$ cat src/rtl/gpr_pkg.sv
// Shared types and constants for the GPR write-back path.
// Request data is carried at the full 64-bit width and resized at the top.
package gpr_pkg;

    localparam int NUM_GPR  = 32;
    localparam int GPR_AW   = 5;
    localparam int WB_XLEN  = 64;

    typedef enum logic {
        WB_ALU = 1'b0,
        WB_LSU = 1'b1
    } wb_src_e;

    typedef struct packed {
        logic              valid;
        logic [GPR_AW-1:0] rd;
        logic [WB_XLEN-1:0] wdata;
    } wb_req_t;

endpackage

$ cat src/rtl/gpr_scoreboard.sv
// Pending-load scoreboard: one bit per GPR with a load in flight,
// plus the outstanding-load counter that throttles load issue.
module gpr_scoreboard
    import gpr_pkg::*;
#(
    parameter int MAX_OUTSTANDING = 4
) (
    input  logic              clock,
    input  logic              reset_n,
    input  logic              issue_valid,
    input  logic [GPR_AW-1:0] issue_rd,
    output logic              issue_ready,
    input  logic              ret_accept,
    input  logic [GPR_AW-1:0] ret_rd,
    input  logic [GPR_AW-1:0] rs1,
    input  logic [GPR_AW-1:0] rs2,
    input  logic [GPR_AW-1:0] alu_rd,
    output logic              rs1_pending,
    output logic              rs2_pending,
    output logic              alu_rd_pending
);

    localparam int CW = 4;

    logic [NUM_GPR-1:0] pending_q, pending_d;
    logic [CW-1:0]      out_cnt_q, out_cnt_d;
    logic               issue_hs;

    assign issue_ready = (out_cnt_q < CW'(MAX_OUTSTANDING));
    assign issue_hs    = issue_valid && issue_ready;

    always_comb begin
        // NOTE: every always_comb output gets a default first so no path can infer a latch.
        pending_d = pending_q;
        out_cnt_d = out_cnt_q;
        if (ret_accept) begin
            pending_d[ret_rd] = 1'b0;
        end
        // Applied after the clear: a fresh load to the same register stays outstanding.
        if (issue_hs && issue_rd != '0) begin
            pending_d[issue_rd] = 1'b1;
        end
        pending_d[0] = 1'b0;

        unique case ({issue_hs, ret_accept})
            2'b10:   out_cnt_d = out_cnt_q + CW'(1);
            2'b01:   if (out_cnt_q != '0) out_cnt_d = out_cnt_q - CW'(1);
            default: out_cnt_d = out_cnt_q;
        endcase
    end

    // NOTE: the bitmap is a small flop array, not a RAM, so it can and must be reset.
    always_ff @(posedge clock or negedge reset_n) begin
        if (!reset_n) begin
            pending_q <= '0;
            out_cnt_q <= '0;
        end else begin
            // NOTE: sequential state uses non-blocking assignments only.
            pending_q <= pending_d;
            out_cnt_q <= out_cnt_d;
        end
    end

    assign rs1_pending    = pending_q[rs1];
    assign rs2_pending    = pending_q[rs2];
    assign alu_rd_pending = pending_q[alu_rd];

endmodule

$ cat src/rtl/gpr_wb_arbiter.sv
// Write-back controller: round-robin share of the GPR write port between
// ALU and load returns, with a WAW guard and a registered write stage.
module gpr_wb_arbiter
    import gpr_pkg::*;
#(
    parameter int XLEN            = 64,
    parameter int MAX_OUTSTANDING = 4
) (
    input  logic              clock,
    input  logic              reset_n,
    input  logic              alu_valid,
    output logic              alu_ready,
    input  logic [GPR_AW-1:0] alu_rd,
    input  logic [XLEN-1:0]   alu_wdata,
    input  logic              lsu_valid,
    output logic              lsu_ready,
    input  logic [GPR_AW-1:0] lsu_rd,
    input  logic [XLEN-1:0]   lsu_wdata,
    input  logic              ld_issue_valid,
    output logic              ld_issue_ready,
    input  logic [GPR_AW-1:0] ld_issue_rd,
    input  logic [GPR_AW-1:0] rs1,
    input  logic [GPR_AW-1:0] rs2,
    output logic              rs1_busy,
    output logic              rs2_busy,
    output logic              reg_wen,
    output logic [GPR_AW-1:0] rd,
    output logic [XLEN-1:0]   rd_wdata
);

    wb_req_t           alu_req, lsu_req, win_req;
    wb_src_e           last_grant_q, last_grant_d;
    logic              alu_eligible, lsu_eligible;
    logic              grant_alu, grant_lsu;
    logic              rs1_pending, rs2_pending, alu_rd_pending;
    logic              reg_wen_q, reg_wen_d;
    logic [GPR_AW-1:0] rd_q, rd_d;
    logic [XLEN-1:0]   rd_wdata_q, rd_wdata_d;

    gpr_scoreboard #(
        .MAX_OUTSTANDING (MAX_OUTSTANDING)
    ) u_scoreboard (
        .clock          (clock),
        .reset_n        (reset_n),
        .issue_valid    (ld_issue_valid),
        .issue_rd       (ld_issue_rd),
        .issue_ready    (ld_issue_ready),
        .ret_accept     (grant_lsu),
        .ret_rd         (lsu_rd),
        .rs1            (rs1),
        .rs2            (rs2),
        .alu_rd         (alu_rd),
        .rs1_pending    (rs1_pending),
        .rs2_pending    (rs2_pending),
        .alu_rd_pending (alu_rd_pending)
    );

    always_comb begin
        alu_req = '{valid: alu_valid, rd: alu_rd, wdata: WB_XLEN'(alu_wdata)};
        lsu_req = '{valid: lsu_valid, rd: lsu_rd, wdata: WB_XLEN'(lsu_wdata)};

        // An ALU write must not land before an older load to the same register.
        alu_eligible = alu_req.valid && (alu_req.rd == '0 || !alu_rd_pending);
        lsu_eligible = lsu_req.valid;

        grant_alu = alu_eligible && (!lsu_eligible || last_grant_q == WB_LSU);
        grant_lsu = lsu_eligible && (!alu_eligible || last_grant_q == WB_ALU);

        win_req      = '0;
        last_grant_d = last_grant_q;
        if (grant_lsu) begin
            win_req      = lsu_req;
            last_grant_d = WB_LSU;
        end else if (grant_alu) begin
            win_req      = alu_req;
            last_grant_d = WB_ALU;
        end

        reg_wen_d  = win_req.valid && (win_req.rd != '0);
        rd_d       = win_req.valid ? win_req.rd : rd_q;
        rd_wdata_d = win_req.valid ? XLEN'(win_req.wdata) : rd_wdata_q;
    end

    always_ff @(posedge clock or negedge reset_n) begin
        if (!reset_n) begin
            last_grant_q <= WB_ALU;
            reg_wen_q    <= 1'b0;
            rd_q         <= '0;
            rd_wdata_q   <= '0;
        end else begin
            last_grant_q <= last_grant_d;
            reg_wen_q    <= reg_wen_d;
            rd_q         <= rd_d;
            rd_wdata_q   <= rd_wdata_d;
        end
    end

    // A source is busy while its load is in flight or its write has not reached the file.
    assign rs1_busy = (rs1 != '0) && (rs1_pending || (reg_wen_q && rd_q == rs1)
                                      || (win_req.valid && win_req.rd == rs1));
    assign rs2_busy = (rs2 != '0) && (rs2_pending || (reg_wen_q && rd_q == rs2)
                                      || (win_req.valid && win_req.rd == rs2));

    assign alu_ready = grant_alu;
    assign lsu_ready = grant_lsu;
    assign reg_wen   = reg_wen_q;
    assign rd        = rd_q;
    assign rd_wdata  = rd_wdata_q;

endmodule

$ cat config.mk
export PLATFORM = sky130hd
export DESIGN_NAME = gpr_wb_arbiter
export DESIGN_NICKNAME = d
export VERILOG_FILES = /design/src/rtl/gpr_pkg.sv /design/src/rtl/gpr_scoreboard.sv /design/src/rtl/gpr_wb_arbiter.sv
export SDC_FILE = /design/constraint.sdc
export NUM_CORES = 1
export LEC_CHECK = 0
export ABC_CLOCK_PERIOD_IN_PS = 4690
export CORE_MARGIN = 1.5
export CORE_UTILIZATION = 40
export DETAILED_ROUTE_END_ITERATION = 12
export MAX_ROUTING_LAYER = met4
export PLACE_DENSITY_LB_ADDON = 0.05
export SYNTH_ARGS = -nofsm -noshare
export SYNTH_HDL_FRONTEND = slang
export SYNTH_SLANG_ARGS = --single-unit
$ cat constraint.sdc
create_clock -name clock -period 4.69 [get_ports clock]
set_input_delay 1.1725 -clock clock [delete_from_list [all_inputs] [get_ports clock]]
set_output_delay 1.1725 -clock clock [all_outputs]
set_load 0.01 [all_outputs]
==> metrics.txt, run 1 <==
# TYPE chip_impl_metric gauge
chip_impl_info{name="run_status",value="finished with violations"} 1
chip_impl_metric{name="cts.htree.levels",unit=""} 3
chip_impl_metric{name="largest_clock_skew_in_the_final_design",unit="ns"} 0.00860
chip_impl_metric{name="syn_area",unit="um2"} 6360
chip_impl_metric{name="global_route_wire_length_before_repair",unit="mm"} 34.7
chip_impl_info{name="hold_path_end",value="u_scoreboard.out_cnt_q[3]"} 1
chip_impl_metric{name="routed_wirelength",unit="mm"} 22.3
chip_impl_metric{name="antenna-diode-count",unit=""} 0
chip_impl_metric{name="initial_utilization",unit="%"} 41.4
chip_impl_metric{name="route.detailed.vias_per_inst",unit=""} 5.83
chip_impl_metric{name="place.detailed.hpwl",unit="mm"} 16.4
chip_impl_metric{name="peakVddDrop",unit="mV"} 0.201
chip_impl_metric{name="max-cap-violations",unit=""} 0
chip_impl_metric{name="setup_violators_final",unit=""} 3
chip_impl_metric{name="worstMarginPinSlew",unit="ns"} 1.19
chip_impl_metric{name="antenna_found_initial",unit=""} 0
chip_impl_info{name="regToRegEndpoint",value="rd_wdata[44]"} 1
chip_impl_metric{name="met1Wirelength",unit="mm"} 9.33
chip_impl_metric{name="max_freq",unit="GHz"} 0.207
chip_impl_metric{name="cts.path.max_buffers",unit=""} 2
chip_impl_metric{name="cts_num_sinks",unit=""} 106
chip_impl_info{name="synth_commonest_cells",value="sky130_fd_sc_hd__o21ai_0, sky130_fd_sc_hd__dfrtp_1, sky130_fd_sc_hd__mux2i_1, sky130_fd_sc_hd__a32oi_1, sky130_fd_sc_hd__clkbuf_1"} 1
chip_impl_metric{name="place_congestion",unit=""} 0.950
chip_impl_metric{name="yosys_warnings",unit=""} 0
chip_impl_metric{name="slew_viol_final",unit=""} 0
chip_impl_metric{name="ant_nets",unit=""} 0
chip_impl_metric{name="layout-drive-gt1-share",unit="%"} 15.4
chip_impl_metric{name="postSynth.asyncResetShare",unit="%"} 100
chip_impl_info{name="critical-path-slowest-cell",value="sky130_fd_sc_hd__clkdlybuf4s50_1"} 1
chip_impl_metric{name="ys_seq_area_share",unit="%"} 41.7
chip_impl_metric{name="holdPathStages",unit=""} 1
chip_impl_metric{name="period_minus_slack",unit="ns"} 4.83
chip_impl_metric{name="synth.lib_cells_used.distinct",unit=""} 51
chip_impl_metric{name="layout-area-overhead-vs-synth",unit="%"} 52.0
chip_impl_info{name="synth_area_leader_cell",value="sky130_fd_sc_hd__dfrtp_1"} 1
chip_impl_metric{name="nNetsFinal",unit=""} 1027
chip_impl_info{name="cts_tree",value="done"} 1
chip_impl_metric{name="critical_path.max_fanout",unit=""} 6
chip_impl_metric{name="pin_count_of_the_biggest_net_entering_global_routing",unit=""} 92
chip_impl_metric{name="route.detailed.wl_per_inst",unit="um"} 20.6
chip_impl_metric{name="r2r_setup_slack",unit="ns"} 1.00
chip_impl_info{name="cts_root_buffer",value="sky130_fd_sc_hd__clkbuf_16"} 1
chip_impl_metric{name="crit_required",unit="ns"} 3.52
chip_impl_metric{name="die_h",unit="um"} 129
chip_impl_metric{name="synthesis.instances",unit=""} 607
chip_impl_metric{name="syn_area_per_cell",unit="um2"} 10.5
chip_impl_info{name="timing.rr.start",value="u_scoreboard.pending_q[27]"} 1
chip_impl_info{name="count_leader_synth",value="sky130_fd_sc_hd__o21ai_0"} 1
chip_impl_metric{name="routed-via-count",unit=""} 6306
chip_impl_metric{name="hold_viol_final",unit=""} 0
chip_impl_info{name="worst_hold_startpoint",value="u_scoreboard.out_cnt_q[3]"} 1
chip_impl_metric{name="boundaryPins",unit=""} 233
chip_impl_metric{name="share_of_the_clock_period_used_by_the_worst_path",unit="%"} 103
chip_impl_metric{name="final.setup.worst_slack",unit="ns"} -0.135
chip_impl_info{name="worst_setup_path_start_kind",value="primary input"} 1
chip_impl_metric{name="setup_total_negative_slack",unit="ns"} -0.298
chip_impl_metric{name="first_global_vias",unit=""} 6444
chip_impl_metric{name="dieWidth",unit="um"} 129
chip_impl_info{name="synth_area_leaders",value="sky130_fd_sc_hd__dfrtp_1, sky130_fd_sc_hd__mux2i_1, sky130_fd_sc_hd__o21ai_0"} 1
chip_impl_metric{name="grt_util_all_layers",unit="%"} 28.1
chip_impl_metric{name="grt_overflow_total",unit=""} 0
chip_impl_metric{name="numPortBuffers",unit=""} 232
chip_impl_metric{name="syn_nets",unit=""} 768
chip_impl_metric{name="cts_hold_buffers",unit=""} 0
chip_impl_metric{name="max_slew_margin",unit="%"} 20.9
chip_impl_metric{name="ys_seq_elements",unit=""} 106
chip_impl_metric{name="clk_latency",unit="ns"} 0.35
chip_impl_metric{name="detail_route.drc_violations",unit=""} 0
chip_impl_info{name="routed.top_layer",value="met4"} 1
chip_impl_info{name="cp_cell_sequence",value="clkdlybuf4s50_1, nand2_1, o31ai_4, a2111oi_4, buf_4, and3_1, or3_4, a22oi_2, a41o_1, buf_2"} 1
chip_impl_info{name="failed_checks",value="setup timing"} 1
chip_impl_metric{name="slowest_delay",unit="ns"} 0.59
chip_impl_metric{name="cellLeakagePower",unit="nW"} 3.91
chip_impl_metric{name="drt_iter0_drc",unit=""} 368
chip_impl_metric{name="power.density",unit="nW/um2"} 377
chip_impl_metric{name="finished_core_util",unit="%"} 62.9
chip_impl_metric{name="tritoncts.num_buffers",unit=""} 9
chip_impl_metric{name="worst-path-buf-inv",unit=""} 3
chip_impl_metric{name="number_of_enable_type_register_cells_in_the_synthesized_netlist",unit=""} 0
chip_impl_metric{name="wl_met3",unit="mm"} 1.90
chip_impl_metric{name="drtPass1Iterations",unit=""} 5
chip_impl_info{name="rsz0062_at_grt",value="true"} 1
chip_impl_info{name="path_class_of_the_lowest_slack_min_delay_path",value="reg2reg"} 1
chip_impl_metric{name="cts.clk_slew.worst_paths",unit="ns"} 0.07
chip_impl_metric{name="dr_wl_met2",unit="mm"} 10.3
chip_impl_info{name="cp-end-kind",value="output pin"} 1
chip_impl_metric{name="cp.arrival",unit="ns"} 3.65
chip_impl_metric{name="core_area",unit="um2"} 15400
chip_impl_info{name="main_synth_ff_type",value="sky130_fd_sc_hd__dfrtp_1"} 1
chip_impl_info{name="timing.setup.critical_path_class",value="in2out"} 1
chip_impl_info{name="critical_path.top_delay_family",value="buffers and inverters"} 1
chip_impl_metric{name="number_of_cells_on_the_worst_reg_to_reg_path",unit=""} 10
chip_impl_metric{name="fp.dieArea",unit="um2"} 16700
chip_impl_metric{name="fp-row-count",unit=""} 45
chip_impl_metric{name="synth_top_cell_area_share",unit="%"} 41.7
-- power breakdown --
group	internal, mW	total [mW]	leakage [nW]	switching (mW)
sequential	1.14	1.38	1.30	0.237
clock	0.484	0.809	0.151	0.325
combinational	0.803	1.45	2.46	0.651
-- how the worst max path moves through the flow --
stage	startpoint	end	slack [ns]	cells past startpoint
global placement	alu_rd[0]	rs1_busy	-1.22	12
finish	alu_rd[4]	rs1_busy	-0.14	10
global route	alu_rd[0]	rs2_busy	-0.27	14
detailed placement	alu_rd[0]	rs1_busy	-1.23	13
CTS	alu_rd[0]	rs1_busy	-0.11	10
floorplan	alu_rd[0]	rs1_busy	0.10	9
-- sequential cells by signal (all words and copies together), names as in the netlist --
signal,count
rd_wdata,64
reg_wen,1
u_scoreboard.pending_q,31
rd,5
u_scoreboard.out_cnt_q,4
last_grant_q,1
-- area by class of cell --
| class | instances | area [um2] |
|---|---|---|
| clock inverter | 2 | 60.1 |
| fill | 1270 | 5700 |
| clock buffer | 14 | 254 |
| sequential | 106 | 2650 |
| tap | 211 | 264 |
| inverter | 7 | 26.3 |
| timing repair buffer | 300 | 2880 |
| multi-input combinational | 442 | 3530 |
-- worst reg2reg max path, stage by stage (launching register included) --
cell and delay (ns):
sky130_fd_sc_hd__dfrtp_1 0.44, sky130_fd_sc_hd__mux4_2 0.49, sky130_fd_sc_hd__nor2_1 0.20, sky130_fd_sc_hd__o31ai_4 0.12
sky130_fd_sc_hd__a2111oi_4 0.36, sky130_fd_sc_hd__buf_4 0.21, sky130_fd_sc_hd__buf_12 0.10, sky130_fd_sc_hd__buf_4 0.24
sky130_fd_sc_hd__buf_4 0.92, sky130_fd_sc_hd__mux2i_1 0.35, sky130_fd_sc_hd__o21ai_0 0.11
-- what timing repair did --
item	4_1_cts	5_1_grt
endpoints found under the setup margin	6	4
pin swaps	12	3
hold endpoints to repair	0	0
resized for setup	39	5
setup buffers	4	6
-- kinds of logic after synthesis --
group           synth area share (%)
compound gates                  23.5
xor+xnor                        2.48
buf+inv                         4.07
fa+ha+maj                      0.708
mux                             20.2
flops                           41.7
simple gates                    7.32
-- stage by stage --
stage / std cells / hold WS (ns) / power [mW] / setup slack, ns / area, um2
2_1_floorplan: 607 / 0.442 / 2.06 / 0.104 / 6360
3_3_place_gp: 1058 / 0.464 / 2.77 / -1.22 / 9190
3_5_place_dp: 1058 / 0.479 / 2.81 / -1.23 / 9190
4_1_cts: 1076 / 0.490 / 3.65 / -0.109 / 9610
5_1_grt: 1082 / 0.518 / 3.85 / -0.270 / 9670
6_report: 1082 / 0.486 / 3.64 / -0.135 / 9670
-- layout by cell type, fill, tap and decap left out, drive strengths merged, types with 14 or more instances in the layout --
cell           netlist  final
clkdlybuf4s50        0    223
clkbuf              32     14
nand2               30     30
mux4                22     22
buf                 20     74
o21ai              131    131
mux2i               70     70
nor2                15     15
dfrtp              106    106
a32oi               64     64
-- routing by layer --
metal  global-route usage [%]  up-vias
li1                         -     2892
met3                     7.14       49
met4                     10.4        0
met5                        -        -
met2                     43.5      277
met1                     35.8     3088
No activity file was read; power rests on OpenSTA's default activity.
==> run 2, diff against run 1 <==
--- a/config.mk
+++ b/config.mk
@@ -11,6 +11,8 @@
 export DETAILED_ROUTE_END_ITERATION = 12
 export MAX_ROUTING_LAYER = met4
 export PLACE_DENSITY_LB_ADDON = 0.05
+export SKIP_CTS_REPAIR_TIMING = 1
 export SYNTH_ARGS = -nofsm -noshare
 export SYNTH_HDL_FRONTEND = slang
 export SYNTH_SLANG_ARGS = --single-unit
+export TNS_END_PERCENT = 50
==> metrics.txt, run 2 (same netlist as run 1, synthesis figures left out) <==
# TYPE chip_impl_metric gauge
chip_impl_metric{name="cts.path.max_buffers",unit=""} 2
chip_impl_info{name="run_status",value="finished with violations"} 1
chip_impl_info{name="cp-end-kind",value="output pin"} 1
chip_impl_metric{name="layout-drive-gt1-share",unit="%"} 15.4
chip_impl_metric{name="period_minus_slack",unit="ns"} 4.84
chip_impl_info{name="cts_tree",value="done"} 1
chip_impl_metric{name="detail_route.drc_violations",unit=""} 0
chip_impl_metric{name="worstMarginPinSlew",unit="ns"} 1.19
chip_impl_metric{name="route.detailed.vias_per_inst",unit=""} 5.84
chip_impl_metric{name="drtPass1Iterations",unit=""} 8
chip_impl_metric{name="tritoncts.num_buffers",unit=""} 9
chip_impl_metric{name="initial_utilization",unit="%"} 41.4
chip_impl_metric{name="critical_path.max_fanout",unit=""} 6
chip_impl_metric{name="cellLeakagePower",unit="nW"} 3.92
chip_impl_metric{name="ant_nets",unit=""} 0
chip_impl_info{name="timing.setup.critical_path_class",value="in2out"} 1
chip_impl_metric{name="largest_register_ffs",unit=""} 64
chip_impl_metric{name="crit_required",unit="ns"} 3.52
chip_impl_metric{name="cp.arrival",unit="ns"} 3.66
chip_impl_metric{name="cts.clk_slew.worst_paths",unit="ns"} 0.07
chip_impl_metric{name="max_freq",unit="GHz"} 0.207
chip_impl_metric{name="boundaryPins",unit=""} 233
chip_impl_metric{name="setup_total_negative_slack",unit="ns"} -0.300
chip_impl_metric{name="r2r_setup_slack",unit="ns"} 1.04
chip_impl_metric{name="routed-via-count",unit=""} 6315
chip_impl_metric{name="cts_num_sinks",unit=""} 106
chip_impl_metric{name="setup_violators_final",unit=""} 3
chip_impl_metric{name="peakVddDrop",unit="mV"} 0.201
chip_impl_metric{name="dieWidth",unit="um"} 129
chip_impl_metric{name="global_route_wire_length_before_repair",unit="mm"} 34.6
chip_impl_metric{name="fp-row-count",unit=""} 45
chip_impl_metric{name="final.setup.worst_slack",unit="ns"} -0.146
chip_impl_metric{name="numPortBuffers",unit=""} 232
chip_impl_metric{name="power.density",unit="nW/um2"} 377
chip_impl_info{name="rsz0062_at_grt",value="true"} 1
chip_impl_info{name="most_common_library_cell_in_the_layout_ignoring_fill_and_taps",value="sky130_fd_sc_hd__clkdlybuf4s50_1"} 1
chip_impl_metric{name="share_of_the_clock_period_used_by_the_worst_path",unit="%"} 103
chip_impl_metric{name="grt_util_all_layers",unit="%"} 28.0
chip_impl_metric{name="hold_viol_final",unit=""} 0
chip_impl_metric{name="final.fill_count",unit=""} 1273
chip_impl_info{name="cts_root_buffer",value="sky130_fd_sc_hd__clkbuf_16"} 1
chip_impl_metric{name="place_congestion",unit=""} 0.950
chip_impl_info{name="failed_checks",value="setup timing"} 1
chip_impl_metric{name="first_global_vias",unit=""} 6407
chip_impl_metric{name="cts.htree.levels",unit=""} 3
chip_impl_metric{name="drt_iter0_drc",unit=""} 444
chip_impl_info{name="worst_hold_startpoint",value="u_scoreboard.out_cnt_q[3]"} 1
chip_impl_metric{name="max_slew_margin",unit="%"} 21.0
chip_impl_info{name="setup.worst_path.start",value="alu_rd[4]"} 1
chip_impl_metric{name="slew_viol_final",unit=""} 0
chip_impl_metric{name="fp.dieArea",unit="um2"} 16700
chip_impl_info{name="final_cell_mix",value="sky130_fd_sc_hd__clkdlybuf4s50_1, sky130_fd_sc_hd__o21ai_0, sky130_fd_sc_hd__dfrtp_1"} 1
chip_impl_metric{name="postPlaceCellArea",unit="um2"} 9190
chip_impl_metric{name="core_area",unit="um2"} 15400
chip_impl_metric{name="post_layout_inst_area",unit="um2"} 9660
chip_impl_info{name="worst_setup_path_start_kind",value="primary input"} 1
chip_impl_metric{name="route.detailed.wl_per_inst",unit="um"} 20.6
chip_impl_metric{name="grt_overflow_total",unit=""} 0
chip_impl_metric{name="largest_clock_skew_in_the_final_design",unit="ns"} 0.0113
chip_impl_info{name="timing.rr.start",value="u_scoreboard.pending_q[27]"} 1
chip_impl_metric{name="pin_count_of_the_biggest_net_entering_global_routing",unit=""} 92
chip_impl_metric{name="layout.area.seq",unit="um2"} 2650
chip_impl_metric{name="nNetsFinal",unit=""} 1026
chip_impl_metric{name="layout-area-overhead-vs-synth",unit="%"} 52.0
chip_impl_metric{name="clk_latency",unit="ns"} 0.35
chip_impl_metric{name="routed_wirelength",unit="mm"} 22.2
chip_impl_metric{name="die_h",unit="um"} 129
chip_impl_metric{name="multi_input_area",unit="um2"} 3530
chip_impl_metric{name="antenna_found_initial",unit=""} 0
chip_impl_info{name="path_class_of_the_lowest_slack_min_delay_path",value="reg2reg"} 1
chip_impl_metric{name="place.detailed.hpwl",unit="mm"} 16.4
chip_impl_metric{name="max-cap-violations",unit=""} 0
chip_impl_metric{name="antenna-diode-count",unit=""} 0
-- run 2: worst paths after layout --
| kind | to | cells past startpoint |
|---|---|---|
| setup / recovery | rs1_busy | 11 |
| hold / removal | u_scoreboard.out_cnt_q[3] | 1 |
| setup reg to reg | rd_wdata[52] | 11 |
| hold reg to reg | u_scoreboard.out_cnt_q[3] | 1 |
| max in group asynchronous | rd_wdata[59] | 2 |
| min in group asynchronous | rd_wdata[11] | 1 |
-- run 2: metrics by stage --
stage                     utilization (%)  total power [mW]  hold WS [ns]  setup slack (ns)  std cells
final                                62.9              3.64         0.485            -0.146       1081
after detailed placement             59.8              2.81         0.479             -1.23       1058
after global placement               59.8              2.77         0.464             -1.22       1058
after global routing                 62.9              3.85         0.518            -0.251       1081
after CTS                            61.8              3.63         0.490             -1.24       1074
after floorplan                         -              2.06         0.442             0.104        607
-- run 2: power by group --
part / switching [mW] / total, mW / internal (mW)
Clock: 0.324 / 0.808 / 0.484
Combinational: 0.649 / 1.45 / 0.804
Sequential: 0.237 / 1.38 / 1.14
Total: 1.21 / 3.64 / 2.43
-- run 2: worst max-delay path, cell delays in order --
cell	delay, ns
sky130_fd_sc_hd__clkdlybuf4s50_1	0.58
sky130_fd_sc_hd__nand2_1	0.09
sky130_fd_sc_hd__o31ai_1	0.27
sky130_fd_sc_hd__buf_4	0.18
sky130_fd_sc_hd__a2111oi_4	0.05
sky130_fd_sc_hd__buf_4	0.18
sky130_fd_sc_hd__and3_2	0.24
sky130_fd_sc_hd__or3_4	0.38
sky130_fd_sc_hd__a22oi_2	0.20
sky130_fd_sc_hd__a41o_1	0.20
sky130_fd_sc_hd__buf_2	0.13
-- run 2: area by class of cell --
cell class                 instances  share of cell area, %
sequential                       106                   27.5
tap                              211                   2.73
inverter                           7                  0.272
multi-input combinational        442                   36.5
clock buffer                      14                   2.63
clock inverter                     2                  0.621
timing repair buffer             299                   29.8
-- run 2: metal layers --
layer / global-route usage [%] / wire length, um / share of wire [%] / up-vias
met5: - / 0 / 0 / -
met2: 43.0 / 10300 / 47 / 280
met3: 7.43 / 1920 / 8.6 / 42
met4: 10.1 / 595 / 2.7 / 0
li1: - / - / - / 2890
met1: 35.9 / 9370 / 42 / 3103
